[src/rtl/output_forward.sv]
// Output-neuron forward MAC: sums hidden_val*w over N_HIDDEN terms into a saturating 23-bit result.
// Latency N_HIDDEN+2 cycles from start to f_end_o; valid_i low stalls the walk with no timeout.
module output_forward #(
    parameter int N_HIDDEN = 4,
    parameter int IDX_W    = 2
) (
    input  logic             clk_i,
    input  logic             rst_i,
    input  logic             start_i,
    input  logic             clear_i,
    input  logic             valid_i,
    input  logic [9:0]       hidden_val_i,
    input  logic [7:0]       w_i,
    output logic [IDX_W-1:0] idx_o,
    output logic [22:0]      final_o,
    output logic             busy_o,
    output logic             f_end_o
);

    localparam logic [1:0]       S_IDLE   = 2'd0;
    localparam logic [1:0]       S_ACC    = 2'd1;
    localparam logic [1:0]       S_DONE   = 2'd2;
    localparam logic [IDX_W-1:0] IDX_LAST = IDX_W'(N_HIDDEN - 1);
    localparam logic [22:0]      SAT_MAX  = 23'h7FFFFF;

    logic [1:0]       state_q, state_d;
    logic [22:0]      acc_q, acc_d;
    logic [IDX_W-1:0] idx_q, idx_d;
    logic [22:0]      final_q, final_d;
    logic             f_end_q, f_end_d;

    logic [17:0] prod;
    logic [23:0] sum;
    logic [22:0] acc_sat;

    assign prod = {8'd0, hidden_val_i} * {10'd0, w_i};
    assign sum  = {1'b0, acc_q} + {6'd0, prod};
    // Once acc sits at SAT_MAX any further term overflows again, so saturation stays sticky.
    assign acc_sat = sum[23] ? SAT_MAX : sum[22:0];

    always_comb begin
        state_d = state_q;
        acc_d   = acc_q;
        idx_d   = idx_q;
        final_d = final_q;
        f_end_d = 1'b0;
        if (clear_i) begin
            state_d = S_IDLE;
            acc_d   = '0;
            idx_d   = '0;
            final_d = '0;
        end else begin
            case (state_q)
                S_IDLE: begin
                    if (start_i) begin
                        acc_d   = '0;
                        idx_d   = '0;
                        state_d = S_ACC;
                    end
                end
                S_ACC: begin
                    if (valid_i) begin
                        acc_d = acc_sat;
                        if (idx_q == IDX_LAST) begin
                            state_d = S_DONE;
                        end else begin
                            idx_d = idx_q + IDX_W'(1);
                        end
                    end
                end
                S_DONE: begin
                    final_d = acc_q;
                    f_end_d = 1'b1;
                    idx_d   = '0;
                    state_d = S_IDLE;
                end
                default: begin
                    state_d = S_IDLE;
                end
            endcase
        end
    end

    always_ff @(posedge clk_i or negedge rst_i) begin
        if (!rst_i) begin
            state_q <= S_IDLE;
            acc_q   <= '0;
            idx_q   <= '0;
            final_q <= '0;
            f_end_q <= 1'b0;
        end else begin
            state_q <= state_d;
            acc_q   <= acc_d;
            idx_q   <= idx_d;
            final_q <= final_d;
            f_end_q <= f_end_d;
        end
    end

    assign idx_o   = idx_q;
    assign final_o = final_q;
    assign busy_o  = (state_q == S_ACC) || (state_q == S_DONE);
    assign f_end_o = f_end_q;

endmodule

[config.mk]
export PLATFORM = sky130hd
export DESIGN_NAME = output_forward
export DESIGN_NICKNAME = d
export VERILOG_FILES = /design/src/rtl/output_forward.sv
export SDC_FILE = /design/constraint.sdc
export NUM_CORES = 1
export LEC_CHECK = 0
export CAP_MARGIN = 20
export CORE_ASPECT_RATIO = 0.6
export CORE_MARGIN = 3
export CORE_UTILIZATION = 70
export CTS_BUF_LIST = sky130_fd_sc_hd__clkbuf_4 sky130_fd_sc_hd__clkbuf_8 sky130_fd_sc_hd__clkbuf_16
export DETAILED_ROUTE_END_ITERATION = 8
export DONT_BUFFER_PORTS = 1
export GPL_TIMING_DRIVEN = 0
export PLACE_DENSITY_LB_ADDON = 0.2
export SYNTH_ARGS = -nofsm -noshare
export SYNTH_HDL_FRONTEND = slang
export SYNTH_SLANG_ARGS = --single-unit
[constraint.sdc]
create_clock -name clk_i -period 10.3 [get_ports clk_i]
set_input_delay 1.545 -clock clk_i [delete_from_list [all_inputs] [get_ports clk_i]]
set_output_delay 1.545 -clock clk_i [all_outputs]
set_load 0.005 [all_outputs]
[Yosys cells after proc, flatten, opt, wreduce, memory -nomap -nowiden]
Cells that the tools add are included.
Operators by class
  equality and inequality tests: 7
  $mul: 1
  add/sub/neg operators: 2
  reduce and logical (&&, ||, !) cells: 8
  multiplexer cells: 19
Operators with widths (count)
  23-bit 2-to-1 mux: 6
  23-bit case mux with 2 select lines: 1
  23-bit by 18-bit adder with 24-bit output: 1
  10-bit by 8-bit multiplier with 18-bit output: 1
  2-bit 2-to-1 mux: 8
  3-bit inequality test (second input constant): 4
  2-bit case mux with 3 select lines: 1
  3-bit AND reduction: 2
  2-bit equality test (second input constant): 2
  2-bit case mux with 2 select lines: 1
  4-bit AND reduction: 1
  4-bit nonzero test: 1
  3-bit nonzero test: 1
  2-bit by 1-bit adder with 2-bit output (second input constant): 1
  2-bit by 1-bit equality test with 1-bit output (second input constant): 1
  2-bit zero test: 1
  1-bit 2-to-1 mux: 2
  2-bit nonzero test: 1
  1-bit logical OR: 1
Storage, ports and cells
  bits of input ports: 23
  output and inout bits: 27
  register bits after elaboration: 51

[Depth between registers and ports, before layout]
Gate-level depths: netlist of the first run.
  depth in word-level cells: 6
  gate-level depth with buffers: 20
  gate-level depth less buffers: 18

[Least setup slack after synthesis of the first run]
Ideal clock, no wire load.
  path type: input to register
  start: in w_i[1]
  end: reg acc_q[18]
  required time: 10.174 ns
  data arrival time: 5.778 ns
  stages on the path: 17
  setup slack: 4.396 ns
  setup time: 0.126 ns
  cells stage by stage: clkbuf_1 > nand2_1 > fa_1 > inv_1 > fa_1 > inv_1 > fa_1 > fa_1 > inv_1 > ha_1 > and3_4 > a211oi_4 > nor3_2 > a2111oi_4 > o21ai_2 > xor2_1 > a221o_1
On the way
  word-level cells in the longest chain between the ends: 6
RTL lines
  start, declared: RTL line 13  | input logic [7:0] w_i,
  10-bit by 8-bit multiplier with 18-bit output: RTL line 36  | assign prod = {8'd0, hidden_val_i} * {10'd0, w_i};
  23-bit by 18-bit adder with 24-bit output: RTL line 37  | assign sum = {1'b0, acc_q} + {6'd0, prod};
  23-bit 2-to-1 mux: RTL line 39  | assign acc_sat = sum[23] ? SAT_MAX : sum[22:0];
  23-bit 2-to-1 mux: RTL line 62  | if (valid_i) begin
  23-bit case mux with 2 select lines: RTL line 53  | case (state_q)
  23-bit 2-to-1 mux: RTL line 47  | if (clear_i) begin
  end signal, assigned: RTL line 87  | acc_q <= '0;
  end signal, assigned: RTL line 93  | acc_q <= acc_d;
  end, declared: RTL line 27  | logic [22:0] acc_q, acc_d;
Every way passes these cells. The select of a mux whose other input is x is not followed.
A chain may end at the register's enable or synchronous reset.

[Final worst setup path of the first run]
Ends and elaborated chain as after synthesis.

==> results of run 1 <==
[metal layers]
layer	wire, um	vias up	part of all wire (%)
li1	-	1854	-
met4	144	0	1.2
met5	0	-	0
met3	745	23	6.2
met2	5638	131	47
met1	5495	2048	46
[worst reg2reg max path, stage by stage, from the launching register on]
cell	delay (ps)
sky130_fd_sc_hd__dfrtp_1	380
sky130_fd_sc_hd__inv_1	80
sky130_fd_sc_hd__fa_1	530
sky130_fd_sc_hd__inv_1	50
sky130_fd_sc_hd__fa_1	510
sky130_fd_sc_hd__inv_1	50
sky130_fd_sc_hd__fa_1	490
sky130_fd_sc_hd__fa_1	550
sky130_fd_sc_hd__inv_1	40
sky130_fd_sc_hd__ha_1	360
sky130_fd_sc_hd__and3_1	210
sky130_fd_sc_hd__a211oi_4	350
sky130_fd_sc_hd__nor3_2	110
sky130_fd_sc_hd__a2111oi_4	390
sky130_fd_sc_hd__o21ai_2	110
sky130_fd_sc_hd__xor2_1	160
sky130_fd_sc_hd__a221o_1	320
[Yosys cell counts, types with 3 or more instances]
cell,number,area [um2]
sky130_fd_sc_hd__mux2i_1,25,250.2
sky130_fd_sc_hd__and3_1,3,18.77
sky130_fd_sc_hd__nor2_1,34,127.6
sky130_fd_sc_hd__xor2_1,6,52.55
sky130_fd_sc_hd__fa_1,64,1281
sky130_fd_sc_hd__or3_1,5,31.28
sky130_fd_sc_hd__o21ai_0,18,90.09
sky130_fd_sc_hd__a221o_1,9,90.09
sky130_fd_sc_hd__inv_1,119,446.7
sky130_fd_sc_hd__and2_1,48,300.3
sky130_fd_sc_hd__ha_1,48,600.6
sky130_fd_sc_hd__dfrtp_1,51,1276
sky130_fd_sc_hd__nand3_1,7,35.03
sky130_fd_sc_hd__o21a_1,3,22.52
sky130_fd_sc_hd__clkbuf_1,8,30.03
sky130_fd_sc_hd__a21oi_1,25,125.1
sky130_fd_sc_hd__nand4_1,3,18.77
sky130_fd_sc_hd__o211ai_1,7,52.55
sky130_fd_sc_hd__a21o_1,5,37.54
sky130_fd_sc_hd__xnor2_1,9,78.83
sky130_fd_sc_hd__nand2_1,51,191.4
[area by class of cell]
| cell class | instances | area [um2] |
|---|---|---|
| multi-input combinational | 397 | 3659 |
| fill | 525 | 1657 |
| sequential | 51 | 1276 |
| inverter | 119 | 446.7 |
| tap | 104 | 130.1 |
| clock buffer | 5 | 125.1 |
| buffer | 15 | 86.33 |
| clock inverter | 2 | 37.54 |
[through the flow]
stage          worst slack (ps)  hold WS, ps  total power, W  std cells
2_1_floorplan              4396        484.8       0.0007706        582
3_3_place_gp               3959        519.9       0.0008904        686
3_5_place_dp               3898        525.1       0.0009229        686
4_1_cts                    4207        539.0        0.001110        693
5_1_grt                    3943        571.5        0.001218        693
6_report                   4173        538.9        0.001114        693
[worst paths after layout]
| kind | startpoint | endpoint | slack, ps | cells after the start |
|---|---|---|---|---|
| max | w_i[1] | acc_q[18]$_DFFE_PN0P_ | 4170 | 17 |
| min | acc_q[19]$_DFFE_PN0P_ | acc_q[19]$_DFFE_PN0P_ | 540 | 2 |
| max reg2reg | acc_q[6]$_DFFE_PN0P_ | acc_q[18]$_DFFE_PN0P_ | 5480 | 16 |
| min reg2reg | acc_q[19]$_DFFE_PN0P_ | acc_q[19]$_DFFE_PN0P_ | 540 | 2 |
| max in group asynchronous | rst_i | acc_q[2]$_DFFE_PN0P_ | 9250 | 0 |
| min in group asynchronous | rst_i | acc_q[15]$_DFFE_PN0P_ | 940 | 0 |
[power by group]
part	switching (W)	internal, W	total [W]	leakage (nW)
registers	0.0000102	0.000209	0.000220	0.710
clock network	0.0000710	0.000113	0.000184	0.0759
logic	0.000421	0.000289	0.000710	2.14
[registers in the layout, indices dropped and copies added, names as in the netlist]
signal / count
acc_q: 23
f_end_o: 1
final_o: 23
idx_o: 2
state_q: 2
[cell families (layout without fill, tap and decap cells)]
| logic type | count (synthesis) | after routing | share of synthesized area [%] |
|---|---|---|---|
| XOR/XNOR | 15 | 15 | 2.403 |
| AO/OA/AOI/OAI | 83 | 83 | 10.57 |
| adder cells (fa/ha/maj) | 112 | 112 | 34.42 |
| multiplexers | 25 | 25 | 4.577 |
| flip-flops | 51 | 51 | 23.34 |
| buffers and inverters | 134 | 141 | 9.748 |
| AND/OR/NAND/NOR | 162 | 162 | 14.94 |
==> metrics.txt, run 1 <==
synthesized cell area 5468 um2; Finished Cell Area 5761 um2; Least-Margin Pin Slew 737.5 ps; H-tree depth reported by CTS 2; global-route met1 utilization 41.96%; number of buffers between clock root and the deepest sink 2; worst path buffer plus inverter count 4; Worst Path Class, Setup input pin to flop; CP Data Required Time 10480 ps; data arrival time of the critical path 6310 ps; delay of the slowest critical-path stage 550 ps; final weighted congestion in routability-driven placement 0.9051; leading cell type in the layout, fill and taps excluded sky130_fd_sc_hd__inv_1; router iterations before antenna repair 5; clock period minus final worst setup slack 6127 ps; FF+latch count, synth 51; antenna violations before repair 0; share of final-layout standard cells stronger than drive strength 1 4.075%; Critical Path Slowest Stage Cell sky130_fd_sc_hd__fa_1; TritonCTS clock tree built; number of nets with antenna violations after detailed routing 0; DRC viols 0; result of the run completed; final critical-path share of the clock period 59.48%; unrepaired setup endpoints after global routing false; GRT Resource Usage Total 29.22%; count of flip-flops with a built-in enable after synthesis 0; async set-reset flop share out of synthesis 100.0%; Final #Nets 724; fraction of the core area covered by cells at the end of the flow 77.67%; vias in the first global route 4125; path type of the worst min-delay path flop to flop; sequential element share of the synthesized area 23.34%; number of design-rule violations left by the first detailed-router iteration 254; reported leakage power 2.929 nW; clk_skew 5.440 ps; count of endpoints failing setup in the final report 0; gate count after technology mapping 582; post-CTS repair timing setup buffer count 0; Post-synth top flop sky130_fd_sc_hd__dfrtp_1; category of cells accounting for the largest share of critical-path delay adder cells; cell-by-cell trace of the critical path clkbuf_1, nand2_1, fa_1, inv_1, fa_1, inv_1, fa_1, fa_1, inv_1, ha_1, and3_1, a211oi_4, nor3_2, a2111oi_4, o21ai_2, xor2_1, a221o_1; Syn-to-layout area delta 5.355%; launching element type of the critical path input pin; Initial Util 73.72%; number of sinks on the clock net 51; Post-Place Cell Area 5598 um2; most used cells in the layout excluding fill and tap cells 119 x sky130_fd_sc_hd__inv_1, 64 x sky130_fd_sc_hd__fa_1, 51 x sky130_fd_sc_hd__nand2_1, 51 x sky130_fd_sc_hd__dfrtp_1; Distinct cells, synth 47; Antenna diodes 0; HPWL Detailed 9875 um; max capacitance violation total 0; power density over the cells 193.4 nW/um2; Post-Route Setup TNS 0 ps; CTS Hold Bufs 0; post-synthesis net count 717; global-route wire length before repair 20410 um; largest net degree at the start of global routing 52; total gr overflow 0; Inserted Clock Buffers 5; syn_area_per_cell 9.395 um2; kind of end point of the critical path flop; WL per Instance 17.35 um; synthesis warning total 0; peak fanout along the critical path 10; vertical die dimension 74.46 um; Final Max Tran Viols 0; root buf cell sky130_fd_sc_hd__clkbuf_16; met2 GRT Util 47.57%; clk slew on worst S/H paths 70 ps; final wirelength 12020 um; max-slew headroom at the worst pin 50.84%; Resize count post-CTS 0; Buffers on Ports 0; total core area 7417 um2; f_max 0.1632 GHz; peak ir drop on the vdd network 131.7 uV; worst-skew pair later-pin latency 290 ps; most used routing layer met2; total via count after detailed routing 4056; horizontal die dimension 120.1 um; total die area 8943 um2; number of primary I/O pins 50; per-cell via count in the routed design 5.853; hold violation total from the final report 0; GR Util met3 5.623%; site row count 24; Top cell by count, worst path sky130_fd_sc_hd__fa_1
No activity file was read; power rests on OpenSTA's default activity.
==> run 2: changes to the inputs <==
--- a/config.mk
+++ b/config.mk
@@ -8,7 +8,7 @@
 export CAP_MARGIN = 20
 export CORE_ASPECT_RATIO = 0.6
 export CORE_MARGIN = 3
-export CORE_UTILIZATION = 70
+export CORE_UTILIZATION = 59
 export CTS_BUF_LIST = sky130_fd_sc_hd__clkbuf_4 sky130_fd_sc_hd__clkbuf_8 sky130_fd_sc_hd__clkbuf_16
 export DETAILED_ROUTE_END_ITERATION = 8
 export DONT_BUFFER_PORTS = 1
==> constraint.sdc (replaced) <==
create_clock -name clk_i -period 5.63 [get_ports clk_i]
set_input_delay 0.8445 -clock clk_i [delete_from_list [all_inputs] [get_ports clk_i]]
set_output_delay 0.8445 -clock clk_i [all_outputs]
set_load 0.005 [all_outputs]
==> run 2 against run 1 <==
Compared with the run above:
- clock skew shrank 1.7 ps
- die area increased by 17%
- count of clock-buffer cells in the layout stayed put
- setup slack got worse by 4000 ps
- largest power group unchanged
- cell count grew 1.3%
- clock power rose by 60%
- critical path depth is the same
- combinational power increased by 83%
- sequential power grew 82%
- utilization down 12 points
- non-clock buffer count is the same
==> metrics.txt, run 2 (synthesis gave the netlist of run 1 again) <==
result of the run completed; WL per Instance 17.33 um; cell-by-cell trace of the critical path clkbuf_1, nand2_1, fa_1, inv_1, fa_1, inv_1, fa_1, fa_1, inv_1, ha_1, and3_1, a211oi_4, nor3_2, a2111oi_4, o21ai_2, xor2_1, a221o_1; number of nets with antenna violations after detailed routing 0; kind of end point of the critical path flop; Net Sw Frac 46.23%; data arrival time of the critical path 5590 ps; Least-Margin Pin Slew 702.9 ps; peak ir drop on the vdd network 240.0 uV; unrepaired setup endpoints after global routing false; Initial Util 62.48%; HPWL Detailed 10080 um; combinational fraction of design power 65.2%; worst-skew pair later-pin latency 290 ps; Inserted Clock Buffers 5; per-cell via count in the routed design 5.726; hold violation total from the final report 0; startpoint of the worst setup timing path w_i[0]; CTS Hold Bufs 0; endpoint of the worst register-to-register path acc_q[18]$_DFFE_PN0P_; largest net degree at the start of global routing 52; max capacitance violation total 0; antenna violations before repair 0; total via count after detailed routing 4020; Critical Path Slowest Stage Cell sky130_fd_sc_hd__fa_1; Antenna diodes 0; root buf cell sky130_fd_sc_hd__clkbuf_16; site row count 26; leading cell type in the layout, fill and taps excluded sky130_fd_sc_hd__inv_1; total gr overflow 0; reported leakage power 2.922 nW; number of design-rule violations left by the first detailed-router iteration 218; delay of the slowest critical-path stage 560 ps; horizontal die dimension 130.3 um; peak fanout along the critical path 10; clk_skew 3.746 ps; number of sinks on the clock net 51; global-route wire length before repair 20690 um; max-slew headroom at the worst pin 53.14%; Finished Cell Area 5754 um2; total die area 10500 um2; sequential fraction of design power 20.1%; TritonCTS clock tree built; final critical-path share of the clock period 96.16%; Final Max Tran Viols 0; clock period minus final worst setup slack 5414 ps; Setup crit end acc_q[18]$_DFFE_PN0P_; r2r setup slk 780 ps; clk slew on worst S/H paths 70 ps; post-placement worst setup slack -127.7 ps; final weighted congestion in routability-driven placement 0.9003; clock network fraction of total power 14.7%; worst-case reg-to-reg path depth 16; f_max 0.1847 GHz; path type of the worst min-delay path input pin to async pin; Syn-to-layout area delta 5.240%; GRT Resource Usage Total 25.16%; final wirelength 12170 um; amount of wire on met2 after detailed routing 5743 um; most used cells in the layout excluding fill and tap cells 119 x sky130_fd_sc_hd__inv_1, 64 x sky130_fd_sc_hd__fa_1, 51 x sky130_fd_sc_hd__nand2_1, 51 x sky130_fd_sc_hd__dfrtp_1; net load switching power 0.0009244 W; router iterations before antenna repair 5; startpoint of the most critical register-to-register path acc_q[7]$_DFFE_PN0P_; count of endpoints failing setup in the final report 0; number of buffers between clock root and the deepest sink 2; H-tree depth reported by CTS 2; DRC viols 0; launching element type of the critical path input pin; met3 wire len 657 um; final worst-path setup slack 216.3 ps; vertical die dimension 80.57 um; Worst Path Class, Setup input pin to flop; Final #Nets 724; CP Data Required Time 5800 ps; Top cell by count, worst path sky130_fd_sc_hd__fa_1; internal power 0.001075 W; power density over the cells 347.5 nW/um2; vias in the first global route 4172; met1 layer wirelength in the final routing 5679 um; fraction of the core area covered by cells at the end of the flow 65.76%; number of primary I/O pins 50; Buffers on Ports 0; post-CTS repair timing setup buffer count 0; share of final-layout standard cells stronger than drive strength 1 4.407%; total core area 8751 um2; top layer used by detailed routing met4; Post-Place Cell Area 5608 um2
==> run 2: changes by cell type in the layout (fill, tap and decap cells not counted) <==
| cell | change |
|---|---|
| sky130_fd_sc_hd__bufinv_16 | -1 |
| sky130_fd_sc_hd__clkinvlp_4 | +1 |
| sky130_fd_sc_hd__clkbuf_1 | -1 |
| sky130_fd_sc_hd__clkinv_2 | +1 |
| sky130_fd_sc_hd__clkbuf_2 | +1 |
==> run 2: power by group through the flow <==
| stage | sequential (W) | clock (W) | combinational [W] |
|---|---|---|---|
| after floorplan | 0.000401 | 0 | 0.00101 |
| after global placement | 0.000408 | 0 | 0.00123 |
| after detailed placement | 0.000408 | 0 | 0.00129 |
| after CTS | 0.000401 | 0.000299 | 0.00130 |
| after global routing | 0.000403 | 0.000319 | 0.00148 |
| final | 0.000401 | 0.000295 | 0.00130 |
==> run 2: repair_timing <==
item | in CTS | in global routing
setup endpoints to repair | 0 | 9
hold endpoints to repair | 0 | 0
resized for setup | 0 | 2
==> run 2: metrics by stage <==
stage	hold slack (ps)	total power, W	std cells	setup TNS, ps
after floorplan	484.8	0.001410	582	0
after global placement	530.7	0.001640	694	-21.49
after detailed placement	532.4	0.001694	694	-402.8
after CTS	239.5	0.001997	702	0
after global routing	227.7	0.002196	702	0
final	242.3	0.002000	702	0
==> run 2: worst min-delay path by stage <==
stage,to,slack (ps),cells after the start
2_1_floorplan,acc_q[11]$_DFFE_PN0P_,480,2
3_3_place_gp,acc_q[5]$_DFFE_PN0P_,530,1
3_5_place_dp,acc_q[6]$_DFFE_PN0P_,530,1
4_1_cts,final_o[14]$_DFFE_PN0P_,240,0
5_1_grt,final_o[16]$_DFFE_PN0P_,230,0
6_report,acc_q[15]$_DFFE_PN0P_,240,0
==> run 2: critical path: cells and delay by family <==
| kind | cells | cell delay (ps) |
|---|---|---|
| simple gates | 3 | 450 |
| compound gates | 4 | 1210 |
| xor+xnor | 1 | 170 |
| fa+ha+maj | 5 | 2390 |
| buf+inv | 4 | 500 |
==> run 2: layout make-up <==
cell class | instances | area, um2
Buffer | 15 | 87.58
Clock buffer | 5 | 125.1
Clock inverter | 3 | 20.02
Fill cell | 705 | 2997
Inverter | 119 | 446.7
Multi-Input combinational cell | 397 | 3659
Sequential cell | 51 | 1276
Tap cell | 112 | 140.1
==> run 2: metal layers <==
| layer | GRT usage [%] | vias up |
|---|---|---|
| met2 | 39.57 | 108 |
| met5 | 0 | - |
| met4 | 3.008 | 0 |
| li1 | - | 1859 |
| met3 | 4.983 | 12 |
| met1 | 37.30 | 2041 |
==> run 3: changes to the inputs <==
--- a/config.mk
+++ b/config.mk
@@ -8,10 +8,9 @@
 export CAP_MARGIN = 20
 export CORE_ASPECT_RATIO = 0.6
 export CORE_MARGIN = 3
-export CORE_UTILIZATION = 59
+export CORE_UTILIZATION = 54
 export CTS_BUF_LIST = sky130_fd_sc_hd__clkbuf_4 sky130_fd_sc_hd__clkbuf_8 sky130_fd_sc_hd__clkbuf_16
 export DETAILED_ROUTE_END_ITERATION = 8
-export DONT_BUFFER_PORTS = 1
 export GPL_TIMING_DRIVEN = 0
 export PLACE_DENSITY_LB_ADDON = 0.2
 export SYNTH_ARGS = -nofsm -noshare
==> run 3 against run 2 <==
Compared with the run above:
- global-route usage is 2.3 points lower
- routed wire length is 1.5% higher
- clock power is 20% higher
- non-clock buffer count is 49 higher
- first-iteration DRC count is 9.6% lower
- utilization is 0.19 points higher
- highest routed layer unchanged
- register-to-register slack hardly changed
- combinational power hardly changed
- count of clock-buffer cells in the layout is 1 higher
- largest cell class unchanged
==> metrics.txt, run 3 (synthesis gave the netlist of run 1 again) <==
Critical Path Slowest Stage Cell sky130_fd_sc_hd__fa_1; total die area 11410 um2; r2r setup slk 790 ps; number of sinks on the clock net 51; total gr overflow 0; total via count after detailed routing 4173; Finished Cell Area 6260 um2; count of endpoints failing setup in the final report 0; Final Max Tran Viols 0; TritonCTS clock tree built; peak fanout along the critical path 8; worst path buffer plus inverter count 4; DRC viols 0; router iterations before antenna repair 4; Initial Util 57.60%; clk slew on worst S/H paths 60 ps; GRT Resource Usage Total 22.91%; CP Data Required Time 5810 ps; share of final-layout standard cells stronger than drive strength 1 6.260%; vias in the first global route 4234; final critical-path share of the clock period 96.56%; leading cell type in the layout, fill and taps excluded sky130_fd_sc_hd__inv_1; WL per Instance 16.06 um; per-cell via count in the routed design 5.427; reported leakage power 3.161 nW; peak ir drop on the vdd network 220.6 uV; number of filler cells placed in the layout 780; H-tree depth reported by CTS 2; global-route wire length before repair 20800 um; Buffers on Ports 47; number of design-rule violations left by the first detailed-router iteration 197; Antenna diodes 0; Worst Path Class, Setup input pin to flop; max capacitance violation total 0; cell-by-cell trace of the critical path clkdlybuf4s15_1, nand2_1, fa_1, inv_1, fa_1, inv_1, fa_1, fa_1, inv_1, ha_1, and3_4, a211oi_4, nor3_2, a2111oi_4, o21ai_2, xor2_1, a221o_1; total core area 9493 um2; Top cell by count, worst path sky130_fd_sc_hd__fa_1; delay of the slowest critical-path stage 560 ps; Post-Place Cell Area 6116 um2; most used cells in the layout excluding fill and tap cells 119 x sky130_fd_sc_hd__inv_1, 64 x sky130_fd_sc_hd__fa_1, 51 x sky130_fd_sc_hd__nand2_1, 51 x sky130_fd_sc_hd__dfrtp_1; number of buffers between clock root and the deepest sink 2; final weighted congestion in routability-driven placement 0.8982; power density over the cells 332.1 nW/um2; antenna violations before repair 0; root buf cell sky130_fd_sc_hd__clkbuf_16; path type of the worst min-delay path input pin to async pin; Syn-to-layout area delta 14.49%; vertical die dimension 83.95 um; CTS Hold Bufs 0; Final #Nets 773; number of primary I/O pins 50; category of cells accounting for the largest share of critical-path delay adder cells; horizontal die dimension 135.9 um; unrepaired setup endpoints after global routing false; largest net degree at the start of global routing 43; final wirelength 12350 um; Least-Margin Pin Slew 694.4 ps; f_max 0.1839 GHz; result of the run completed; clk_skew 2.183 ps; site row count 27; clock period minus final worst setup slack 5436 ps; launching element type of the critical path input pin; hold violation total from the final report 0; max-slew headroom at the worst pin 53.71%; kind of end point of the critical path flop; worst-skew pair later-pin latency 290 ps; data arrival time of the critical path 5610 ps; fraction of the core area covered by cells at the end of the flow 65.94%; HPWL Detailed 10390 um; number of nets with antenna violations after detailed routing 0; Inserted Clock Buffers 5
[run 3: cell count changes in the layout (fill, tap and decap cells not counted), sizes merged, moves of 2 or more]
| cell | change |
|---|---|
| clkbuf | +11 |
| clkdlybuf4s50 | +30 |
| clkinvlp | -2 |
| dlymetal6s2s | +3 |
| clkdlybuf4s15 | +3 |
| buf | +3 |
[run 3: path summary, 6_finish.rpt]
check	start	to	depth (start not counted)
max	hidden_val_i[5]	acc_q[18]$_DFFE_PN0P_	17
min reg2reg	final_o[6]$_DFFE_PN0P_	final_o[6]$_DFFE_PN0P_	2
max in group asynchronous	rst_i	final_o[2]$_DFFE_PN0P_	2
min	rst_i	final_o[16]$_DFFE_PN0P_	1
max reg2reg	acc_q[6]$_DFFE_PN0P_	acc_q[18]$_DFFE_PN0P_	16
min in group clk_i	final_o[6]$_DFFE_PN0P_	final_o[6]$_DFFE_PN0P_	2
[run 3: area by class of cell]
cell class,instances,area (um2),share of cell area [%]
multi-input cells,397,3659,58.44
clock buffers,6,138.9,2.219
inverters,119,446.7,7.136
flip-flops and latches,51,1276,20.39
well taps,130,162.7,2.598
clock inverters,2,35.03,0.5597
repair buffers,49,450.4,7.196
plain buffers,15,91.34,1.459
[run 3: worst register-to-register path, stage by stage, from the launching register on]
cell                        delay (ps)
sky130_fd_sc_hd__dfrtp_1           380
sky130_fd_sc_hd__inv_1              90
sky130_fd_sc_hd__fa_1              540
sky130_fd_sc_hd__inv_1              50
sky130_fd_sc_hd__fa_1              500
sky130_fd_sc_hd__inv_1              50
sky130_fd_sc_hd__fa_1              470
sky130_fd_sc_hd__fa_1              560
sky130_fd_sc_hd__inv_1              50
sky130_fd_sc_hd__ha_1              360
sky130_fd_sc_hd__and3_4            200
sky130_fd_sc_hd__a211oi_4          370
sky130_fd_sc_hd__nor3_2            120
sky130_fd_sc_hd__a2111oi_4         380
sky130_fd_sc_hd__o21ai_2           120
sky130_fd_sc_hd__xor2_1            160
sky130_fd_sc_hd__a221o_1           330
[run 3: repair_timing]
item                                    CTS  global route
endpoints found under the setup margin   11            14
pin swaps                                 0             2
gates resized for setup                  14            30
setup buffers                             0             1
[run 3: through the flow]
step                      std cells  total power (W)  worst slack (ps)  hold WS, ps  TNS [ps]
after floorplan                 582         0.001410             426.6        484.8         0
after global placement          759         0.001672            -418.1        507.7     -3889
after detailed placement        760         0.001716            -483.1        517.4     -5061
after CTS                       768         0.002075           0.08438        409.1         0
after global routing            769         0.002266             4.711        409.4         0
final                           769         0.002079             193.6        411.1         0
[run 3: power breakdown]
group | leakage (nW) | switching, W | internal [W]
Combinational | 2.36 | 0.000784 | 0.000541
Sequential | 0.710 | 0.0000182 | 0.000383
Clock | 0.0868 | 0.000132 | 0.000221
[run 3: per-layer routing]
metal	GRT usage, %	vias to the layer above	share of wire (%)
met4	3.751	0	1.0
li1	-	1953	-
met1	35.12	2099	49
met2	34.43	108	45
met3	4.277	13	5.3
met5	0	-	0
